## src/rtl/uart_transmitter_if.sv

```systemverilog
// Host-side write/status bundle of the UART transmitter: write strobe, data,
// enable, and the FULL/BUSY/DONE status flags.
interface uart_transmitter_if;
  logic       Tx_EN;
  logic       Tx_WR;
  logic [7:0] Tx_DATA;
  logic       Tx_FULL;
  logic       Tx_BUSY;
  logic       Tx_DONE;

  modport master (output Tx_EN, Tx_WR, Tx_DATA, input  Tx_FULL, Tx_BUSY, Tx_DONE);
  modport slave  (input  Tx_EN, Tx_WR, Tx_DATA, output Tx_FULL, Tx_BUSY, Tx_DONE);
endinterface

```

## src/rtl/uart_transmitter.sv

```systemverilog
// UART transmit stage: start, 8 data bits LSB-first, optional even parity
// (macro UART_TX_PARITY_EN), stop. One-entry holding register for back-to-back frames.
module uart_transmitter #(
  parameter int OVERSAMPLE = 16
) (
  input  logic              clk,
  input  logic              reset,
  input  logic              sample_ENABLE,
  uart_transmitter_if.slave host,
  output logic              TxD
);
  localparam int               CNT_W    = $clog2(OVERSAMPLE);
  localparam logic [CNT_W-1:0] CNT_LAST = CNT_W'(OVERSAMPLE - 1);

`ifdef UART_TX_PARITY_EN
  typedef enum logic [2:0] {IDLE, START, DATA, PARITY, STOP} state_t;
`else
  typedef enum logic [2:0] {IDLE, START, DATA, STOP} state_t;
`endif

  state_t           state, state_n;
  logic [7:0]       hold, hold_n;
  logic [7:0]       shreg, shreg_n;
  logic             full, full_n;
  logic             done, done_n;
  logic             txd_n;
  logic [CNT_W-1:0] cnt, cnt_n;
  logic [2:0]       idx, idx_n;
`ifdef UART_TX_PARITY_EN
  logic             par, par_n;
`endif

  logic tick_last, can_start, accept, load;

  assign tick_last = sample_ENABLE && (cnt == CNT_LAST);
  assign can_start = sample_ENABLE && full && host.Tx_EN;
  assign accept    = host.Tx_WR && host.Tx_EN && !full;
  // A new frame is launched either from IDLE or straight out of the stop bit.
  assign load      = can_start && ((state == IDLE) || (state == STOP && tick_last));

  always_comb begin
    // NOTE: every signal gets a default before any branch so no path leaves it unassigned (no latches).
    state_n = state;
    hold_n  = hold;
    shreg_n = shreg;
    full_n  = full;
    cnt_n   = cnt;
    idx_n   = idx;
    done_n  = 1'b0;
`ifdef UART_TX_PARITY_EN
    par_n   = par;
`endif

    if (accept) begin
      hold_n = host.Tx_DATA;
      full_n = 1'b1;
    end

    if (sample_ENABLE && state != IDLE)
      cnt_n = tick_last ? '0 : cnt + CNT_W'(1);

    case (state)
      START: if (tick_last) begin
        state_n = DATA;
        idx_n   = 3'd0;
      end
      DATA: if (tick_last) begin
        shreg_n = shreg >> 1;
        idx_n   = idx + 3'd1;
`ifdef UART_TX_PARITY_EN
        par_n   = par ^ shreg[0];
        if (idx == 3'd7) state_n = PARITY;
`else
        if (idx == 3'd7) state_n = STOP;
`endif
      end
`ifdef UART_TX_PARITY_EN
      PARITY: if (tick_last) state_n = STOP;
`endif
      STOP: if (tick_last) begin
        done_n  = 1'b1;
        state_n = IDLE;
      end
      default: ;
    endcase

    if (load) begin
      state_n = START;
      shreg_n = hold;
      full_n  = 1'b0;
      cnt_n   = '0;
      idx_n   = 3'd0;
`ifdef UART_TX_PARITY_EN
      par_n   = 1'b0;
`endif
    end

    // Line level is derived from the next state so TxD itself can be a flop.
    case (state_n)
      START:   txd_n = 1'b0;
      DATA:    txd_n = shreg_n[0];
`ifdef UART_TX_PARITY_EN
      PARITY:  txd_n = par_n;
`endif
      default: txd_n = 1'b1;
    endcase
  end

  always_ff @(posedge clk or negedge reset) begin
    if (!reset) begin
      state <= IDLE;
      hold  <= '0;
      shreg <= '0;
      full  <= 1'b0;
      cnt   <= '0;
      idx   <= '0;
      done  <= 1'b0;
      TxD   <= 1'b1;
`ifdef UART_TX_PARITY_EN
      par   <= 1'b0;
`endif
    end else begin
      // NOTE: non-blocking assignments so every flop samples pre-edge values.
      state <= state_n;
      hold  <= hold_n;
      shreg <= shreg_n;
      full  <= full_n;
      cnt   <= cnt_n;
      idx   <= idx_n;
      done  <= done_n;
      TxD   <= txd_n;
`ifdef UART_TX_PARITY_EN
      par   <= par_n;
`endif
    end
  end

  assign host.Tx_FULL = full;
  assign host.Tx_DONE = done;
  assign host.Tx_BUSY = (state != IDLE) || full;
endmodule

```

## src/flat_wrapper.sv

```systemverilog
// flat-port wrapper written by rule: the top's interface ports become plain ports
module uart_transmitter_flat 
#(
  parameter int OVERSAMPLE = 16
)
  (clk, reset, sample_ENABLE, TxD, host_Tx_EN, host_Tx_WR, host_Tx_DATA, host_Tx_FULL, host_Tx_BUSY, host_Tx_DONE);
  uart_transmitter_if host_i ();
  input  logic clk;
  input  logic reset;
  input  logic sample_ENABLE;
  output logic TxD;
  input wire logic [$bits(host_i.Tx_EN)-1:0] host_Tx_EN;
  input wire logic [$bits(host_i.Tx_WR)-1:0] host_Tx_WR;
  input wire logic [$bits(host_i.Tx_DATA)-1:0] host_Tx_DATA;
  output wire logic [$bits(host_i.Tx_FULL)-1:0] host_Tx_FULL;
  output wire logic [$bits(host_i.Tx_BUSY)-1:0] host_Tx_BUSY;
  output wire logic [$bits(host_i.Tx_DONE)-1:0] host_Tx_DONE;
  assign host_i.Tx_EN = host_Tx_EN;
  assign host_i.Tx_WR = host_Tx_WR;
  assign host_i.Tx_DATA = host_Tx_DATA;
  assign host_Tx_FULL = host_i.Tx_FULL;
  assign host_Tx_BUSY = host_i.Tx_BUSY;
  assign host_Tx_DONE = host_i.Tx_DONE;
  uart_transmitter #(.OVERSAMPLE(OVERSAMPLE)) u_core (.clk(clk), .reset(reset), .sample_ENABLE(sample_ENABLE), .host(host_i), .TxD(TxD));
endmodule
```

## config.mk

```make
export PLATFORM = sky130hd
export DESIGN_NAME = uart_transmitter_flat
export DESIGN_NICKNAME = d
export VERILOG_FILES = /design/src/rtl/uart_transmitter_if.sv /design/src/rtl/uart_transmitter.sv /design/src/flat_wrapper.sv
export SDC_FILE = /design/constraint.sdc
export NUM_CORES = 1
export LEC_CHECK = 0
export BUFFER_PORTS_ARGS = -buffer_cell sky130_fd_sc_hd__buf_4
export CAP_MARGIN = 20
export CORE_UTILIZATION = 59
export CTS_BUF_LIST = sky130_fd_sc_hd__clkbuf_2 sky130_fd_sc_hd__clkbuf_4 sky130_fd_sc_hd__clkbuf_8
export CTS_CLUSTER_SIZE = 40
export DETAILED_ROUTE_END_ITERATION = 16
export PLACE_DENSITY = 0.82
export REMOVE_ABC_BUFFERS = 1
export SKIP_LAST_GASP = 1
export SLEW_MARGIN = 10
export SYNTH_ARGS = -nofsm -noshare
export SYNTH_HDL_FRONTEND = slang
export SYNTH_SLANG_ARGS = --single-unit
```

## constraint.sdc

```tcl
create_clock -name clk -period 2 [get_ports clk]
set_clock_uncertainty 0.15 [all_clocks]
set_input_delay 0.2 -clock clk [delete_from_list [all_inputs] [get_ports clk]]
set_output_delay 0.2 -clock clk [all_outputs]
set_load 0.02 [all_outputs]
```

======== Word-level counts from Yosys, hierarchy flattened ========
Index checks and enable logic that the tools add are counted.
storage, ports and cells
  register bits after elaboration ......... 29
cells by class
  muxes and demuxes ....................... 21
  $add $sub $neg .......................... 2
  equal/unequal tests ..................... 9
  reductions and logical operators ........ 20
operator list
  operator                                                                 count
  3-bit 2-to-1 mux                                                         8
  8-bit 2-to-1 mux                                                         3
  4-bit 2-to-1 mux                                                         3
  3-bit by 2-bit == test with 1-bit output, second input constant          3
  3-bit one-hot mux with 3 select lines                                    1
  1-bit logical AND                                                        8
  2-bit nonzero test                                                       4
  3-bit by 1-bit == test with 1-bit output, second input constant          2
  3-bit by 1-bit inequality test with 1-bit output, second input constant  2
  3-bit one-hot mux with 2 select lines                                    1
  3-bit nonzero test                                                       2
  4-bit by 1-bit adder with 4-bit output, second input constant            1
  4-bit == test, second input constant                                     1
  1-bit 2-to-1 mux                                                         4
  3-bit by 1-bit adder with 3-bit output, second input constant            1
  3-bit == test, second input constant                                     1
  3-bit zero test                                                          1
  3-bit AND reduction                                                      1
  1-bit logical OR                                                         2
  1-bit one-hot mux with 2 select lines                                    1
  2-bit AND reduction                                                      1
  1-bit zero test                                                          1

======== Logic depth before layout (Yosys ltp) ========
Gate-level depths: netlist of run 1.
  depth after elaboration ................. 8
  gate-level depth with buffers ........... 7
  depth with buffers taken out ............ 6

======== Least setup slack after synthesis of run 1 ========
OpenSTA, ideal clock, no wires.
  kind .................................... flip-flop to flip-flop
  start point ............................. reg u_core.cnt[0]
  end point ............................... reg u_core.shreg[4]
  setup time .............................. 0.126 ns
  stages on the path, launching flop included .. 8
  arrival ................................. 1.561 ns
  setup slack ............................. 0.163 ns
  required time ........................... 1.724 ns
  cell sequence ........................... dfrtp_1 ha_1 nand4_2 o21ai_4 and2_1 buf_2 buf_6 a221o_1
between the ends
  cells in the longest elaborated chain, start to end .. 7
RTL lines
  what                                  line                     RTL
  from (decl)                           uart_transmitter.sv:27   logic [CNT_W-1:0] cnt, cnt_n;
  from (signal assigned)                uart_transmitter.sv:128  cnt <= cnt_n;
  4-bit == test (*)                     uart_transmitter.sv:35   assign tick_last = sample_ENABLE && (cnt == CNT_LAST);
  1-bit logical AND (*)                 uart_transmitter.sv:35
  1-bit logical AND                     uart_transmitter.sv:39   assign load = can_start && ((state == IDLE) || (state == STOP && tick_last));
  1-bit logical OR                      uart_transmitter.sv:39
  1-bit logical AND                     uart_transmitter.sv:39
  2-bit nonzero test (no source line)   --
  2-bit AND reduction (no source line)  --
  to (signal assigned)                  uart_transmitter.sv:126  shreg <= shreg_n;
  to (decl)                             uart_transmitter.sv:23   logic [7:0] shreg, shreg_n;
Mark *: on every way between the ends. The rest lies on a longest branch, timed or not.
A chain may end at the register's enable or synchronous reset.

======== Worst setup path in the final report of run 1 ========
  start point ............................. reg u_core.state[1]
  end point ............................... out host_Tx_BUSY
between the ends
  cells in the longest elaborated chain, start to end .. 2
RTL lines
  what                    line                     RTL
  from (decl)             uart_transmitter.sv:21   state_t state, state_n;
  from (signal assigned)  uart_transmitter.sv:124  state <= state_n;
  3-bit nonzero test      uart_transmitter.sv:140  assign host.Tx_BUSY = (state != IDLE) || full;
  1-bit logical OR        uart_transmitter.sv:140
  to (decl)               flat_wrapper.sv:16       output wire logic [$bits(host_i.Tx_BUSY)-1:0] host_Tx_BUSY;
No other way between the ends.

==> results of run 1 <==
-- cell families after synthesis --
| family | count (synthesis) |
|---|---|
| XOR/XNOR | 1 |
| AO/OA/AOI/OAI | 28 |
| AND/OR/NAND/NOR | 42 |
| buffers and inverters | 13 |
| adder cells (fa/ha/maj) | 3 |
| flip-flops | 29 |
| multiplexers | 11 |
-- power by group through the flow --
stage | logic [mW] | registers (mW) | clock network [mW]
final | 0.951 | 1.02 | 0.450
after global routing | 1.04 | 1.05 | 0.491
after CTS | 0.914 | 0.994 | 0.457
after detailed placement | 0.813 | 1.04 | 0
after global placement | 0.782 | 1.02 | 0
after floorplan | 0.586 | 1.02 | 0
-- per-stage QoR --
stage / area [um^2] / util / setup WS [ns]
after CTS: 1820 / 0.798 / 0.00890
after global placement: 1620 / 0.710 / 0.0830
after global routing: 1850 / 0.814 / 0.00856
after detailed placement: 1620 / 0.710 / 0.0309
final: 1850 / 0.814 / 0.0550
after floorplan: 1410 / - / -0.108
-- routing by layer --
metal	GRT usage	part of all wire	vias to the layer above
met3	0.0994	0.042	7
met5	0	0	-
met1	0.344	0.43	579
met4	0.104	0.021	0
li1	-	-	547
met2	0.440	0.50	30
-- state kept, by name, indices dropped and copies added, names as in the netlist --
| signal | flops |
|---|---|
| u_core.hold | 8 |
| u_core.shreg | 8 |
| u_core.cnt | 4 |
| u_core.idx | 3 |
| u_core.state | 3 |
| u_core.TxD | 1 |
| u_core.host.Tx_DONE | 1 |
| u_core.host.Tx_FULL | 1 |
-- cell type report --
type,instances,area (um^2)
Clock buffer,5,37.5
Clock inverter,2,35.0
Fill cell,118,424
Inverter,5,18.8
Multi-Input combinational cell,85,689
Sequential cell,29,731
Tap cell,28,35.0
Timing Repair Buffer,37,305
-- worst max-delay path, stage by stage, from the launching register on --
cell     delay (ns)
dfrtp_2        0.42
or3_4          0.41
or2_2          0.28
buf_4          0.16
-- path summary, 6_finish.rpt --
kind / startpoint / cells past startpoint / slack, ns / end
setup / recovery: u_core.state[1]$_DFF_PN0_ / 3 / 0.06 / host_Tx_BUSY
hold / removal: sample_ENABLE / 4 / 0.12 / u_core.cnt[1]$_DFFE_PN0P_
setup reg to reg: u_core.state[2]$_DFF_PN0_ / 6 / 0.07 / u_core.shreg[4]$_DFFE_PN0P_
hold reg to reg: u_core.state[2]$_DFF_PN0_ / 0 / 0.31 / u_core.state[2]$_DFF_PN0_
max in group asynchronous: reset / 2 / 1.23 / u_core.TxD$_DFF_PN1_
min in group asynchronous: reset / 2 / 0.17 / u_core.hold[0]$_DFFE_PN0P_
-- repair_timing --
action,in CTS,in global routing
endpoints found under the hold margin,38,0
hold buffers,11,0
endpoints found under the setup margin,1,12
gates resized for setup,3,5
setup buffers,2,1
-- layout by cell type, fill, tap and decap left out, types with 2 or more instances in the layout --
| cell | n |
|---|---|
| a221o_1 | 8 |
| nand3_1 | 5 |
| clkbuf_4 | 5 |
| a21oi_1 | 4 |
| dfrtp_2 | 3 |
| inv_1 | 5 |
| mux2i_1 | 2 |
| dfrtp_1 | 25 |
| ha_1 | 2 |
| nand2_1 | 5 |
| buf_4 | 26 |
| and3_1 | 6 |
| mux2_2 | 9 |
| o21ai_0 | 4 |
| and2_1 | 2 |
| dlygate4sd3_1 | 11 |
| nand2b_1 | 2 |
| nor2_1 | 8 |
| or2_2 | 3 |
==> reports/metrics.yaml, run 1 <==
clock_network:
  clkSlewWorstSetupHoldPaths_ns: 0.09
  cts_tree: "done"
  clock-sinks: 29
  clk_latency_ns: 0.33
  h-tree-depth: 2
  cts_buffers: 5
  cts-root-buf: "clkbuf_4"
  cts.path.max_buffers: 2
yosys:
  synthCells: 127
  synth_area_mm2: 0.00147
  avgSynthCellArea_um2: 11.6
  ys_warn_count: 0
  synth_xor_area_frac: 0.00596
  seq_area_frac_synth: 0.494
  synthMuxAreaShare: 0.0826
  synth_most_common_cell: "dfrtp_1"
  synthFlopType: "dfrtp_1"
  synth_top_family_by_area: "simple AND/OR/NAND/NOR gates"
  netlist.top_cell.by_area: "dfrtp_1"
  synth_commonest_cells: "dfrtp_1, mux2_2, a221o_1, nor2_1, and3_1"
  synthSimpleGateAreaFrac: 0.174
  synth-adder-area-share: 0.0255
  synth-compound-area-share: 0.163
  synth.top_cell.area_share: 0.477
  synth_cell_types: 43
  async_flop_share: 1.00
  ys_top_cells_by_area: "dfrtp_1, mux2_2, a221o_1, and3_1, ha_1"
  ys_ff_latch: 29
  synth_edf_count: 0
run:
  maxCapViolCount: 0
timing:
  rsz0062_at_grt: "no"
  fin_crit_ns: 1.94
  max_freq_mhz: 514
  hold_viol: 0
  tns_ns: 0
  holdWs_ns: 0.125
  slew-limit-headroom: 0.698
  slew_violations: 0
  setup_violations: 0
  fin_crit_sh: 0.972
  tightest_slew_ns: 0.451
pwr:
  p_leak_nw: 0.856
  p_switching_uw: 829
  p_int_mw: 1.59
  clkPwrFrac: 0.186
  p_total_mw: 2.42
  ir_worst_vdd_v: 0.00102
  power.density_mw_per_mm2: 1310
  pwr-share-comb: 0.393
  power_frac_seq: 0.421
  switching_share: 0.343
route:
  wire_per_inst_um: 16.2
  drtIter0Drc: 41
  vias_per_cell: 6.09
  drc: 0
  drt_wl_total_um: 3100
  ant_nets: 0
  drt_pass1_iterations: 4
  vias: 1163
outcome:
  status: "finished, final reports clean"
worst_hold_path:
  hp-class: "input pin to flip-flop"
finish:
  drive_above_1_share: 0.374
  instances_no_fill: 191
  areaGrowthSynthToFinish_pct: 26.0
  n_antenna_cell: 0
  nNetsFinal: 179
global_routing:
  antenna_found_initial: 0
  grt.total_usage: 0.277
  grt_pass1_wl_um: 5150
  grt_pass1_vias: 1152
  overflow: 0
  grt_max_degree: 30
placed_design:
  place_congestion: 0.821
  port_buffers: 16
  dp_hpwl_um: 1950
  place_inst: 170
die:
  fp.dieW_um: 51.9
  io_pins: 17
  dieArea_mm2: 0.00270
  rows: 17
  start_util: 0.646
  die_y_um: 51.9
  coreArea_mm2: 0.00228
worst_setup_path:
  startpoint_type: "flip-flop"
  worstSetupPathType: "flip-flop to primary output"
  worstPathMaxFanout: 3
  cp-end-kind: "primary output"
  required_ns: 1.65
  arrival_ns: 1.59
No activity file was read; power rests on OpenSTA's default activity.
==> run 2, diff against run 1 <==
RECOVER_POWER = 50   (was default)
==> run 2 against run 1 <==
Compared with the run above:
- sequential share of layout area up 0.054 points
- global-route usage unchanged
- via count stayed put
- power barely moved
- critical path type unchanged
- largest cell class unchanged
- largest power group unchanged
==> reports/metrics.yaml, run 2 (synthesized netlist as in run 1, its figures left out) <==
outcome:
  status: "finished, final reports clean"
die:
  coreArea_mm2: 0.00228
  io_pins: 17
  rows: 17
  fp.dieW_um: 51.9
  start_util: 0.646
  die_y_um: 51.9
  dieArea_mm2: 0.00270
timing:
  max_freq_mhz: 514
  fin_crit_ns: 1.94
  rsz0062_at_grt: "no"
  hold_viol: 0
  slew-limit-headroom: 0.536
  holdWs_ns: 0.125
  tightest_slew_ns: 0.695
  tns_ns: 0
  setup_violations: 0
  fin_crit_sh: 0.972
  slew_violations: 0
pwr:
  ir_worst_vdd_v: 0.00102
  power.density_mw_per_mm2: 1310
  p_int_mw: 1.59
  switching_share: 0.343
  p_switching_uw: 829
  p_total_mw: 2.42
  clkPwrFrac: 0.186
  power_frac_seq: 0.421
  pwr-share-comb: 0.393
  p_leak_nw: 0.856
clock_network:
  cts_buffers: 5
  cts-root-buf: "clkbuf_4"
  cts.path.max_buffers: 2
  clkSlewWorstSetupHoldPaths_ns: 0.09
  cts_tree: "done"
  clk_latency_ns: 0.33
  h-tree-depth: 2
  clock-sinks: 29
placed_design:
  place_inst: 170
  port_buffers: 16
  place_congestion: 0.821
  dp_hpwl_um: 1950
worst_setup_path:
  arrival_ns: 1.59
  worstPathMaxFanout: 3
  worstSetupPathType: "flip-flop to primary output"
  required_ns: 1.65
  startpoint_type: "flip-flop"
  cp-end-kind: "primary output"
route:
  drt_wl_total_um: 3100
  drc: 0
  drtIter0Drc: 41
  drt_pass1_iterations: 4
  wire_per_inst_um: 16.2
  ant_nets: 0
  vias: 1163
  vias_per_cell: 6.09
finish:
  n_antenna_cell: 0
  layout_common_cells: "buf_4, dfrtp_1, dlygate4sd3_1, mux2_2"
  nFillCells: 119
  nNetsFinal: 179
  areaGrowthSynthToFinish_pct: 25.8
  drive_above_1_share: 0.374
  reg.largest.list: "u_core.hold: 8 flops, u_core.shreg: 8 flops, u_core.cnt: 4 flops"
  instances_no_fill: 191
global_routing:
  grt_pass1_wl_um: 5150
  antenna_found_initial: 0
  overflow: 0
  grt.total_usage: 0.277
  grt_max_degree: 30
  grt_pass1_vias: 1152
worst_hold_path:
  hp-class: "input pin to flip-flop"
run:
  maxCapViolCount: 0
run 2: cell count changes in the layout (fill, tap and decap cells not counted):
cell,before,now
clkbuf_2,0,1
buf_4,26,25
run 2: layer usage:
metal  wire length [um]  up-vias  global-route usage
met2               1560       30               0.440
met3                131        7              0.0994
li1                   -      547                   -
met1               1350      579               0.344
met5                  0        -                   0
met4                 65        0               0.104
run 2: layout make-up:
type,count,area [um^2],area share
Inverter,5,18.8,0.0101
Sequential cell,29,731,0.395
Multi-Input combinational cell,85,689,0.373
Clock buffer,5,37.5,0.0203
Timing Repair Buffer,37,303,0.164
Tap cell,28,35.0,0.0189
Clock inverter,2,35.0,0.0189
run 2: worst max-delay path: stages (launching register included):
cell     delay, ns
dfrtp_2       0.42
or3_4         0.41
or2_2         0.28
buf_4         0.16
run 2: power by group through the flow:
stage                     logic, mW  clock network [mW]  registers, mW
after floorplan               0.586                   0           1.02
after global placement        0.782                   0           1.02
after detailed placement      0.813                   0           1.04
after CTS                     0.914               0.457          0.994
after global routing           1.04               0.491           1.05
final                         0.951               0.450           1.02
run 2: metrics by stage:
step	util	cell area (um^2)	setup WS, ns
3_3_place_gp	0.710	1620	0.0830
5_1_grt	0.813	1850	0.00856
2_1_floorplan	-	1410	-0.108
3_5_place_dp	0.710	1620	0.0309
6_report	0.813	1850	0.0550
4_1_cts	0.798	1820	0.00890
run 2: repair_timing:
action,4_1_cts,5_1_grt
endpoints found under the hold margin,38,0
resized for setup,3,5
gates cloned,0,0
setup endpoints to repair,1,12
buffers inserted,2,1
hold buffers,11,0
run 2: worst paths after layout:
path                       cells past startpoint                          end  slack, ns                 startpoint
setup / recovery                               3                 host_Tx_BUSY       0.06  u_core.state[1]$_DFF_PN0_
hold / removal                                 4    u_core.cnt[1]$_DFFE_PN0P_       0.12              sample_ENABLE
setup reg to reg                               6  u_core.shreg[4]$_DFFE_PN0P_       0.07  u_core.state[2]$_DFF_PN0_
hold reg to reg                                0    u_core.state[2]$_DFF_PN0_       0.31  u_core.state[2]$_DFF_PN0_
max in group asynchronous                      2    u_core.state[0]$_DFF_PN0_       0.93                      reset
min in group asynchronous                      2   u_core.hold[0]$_DFFE_PN0P_       0.29                      reset
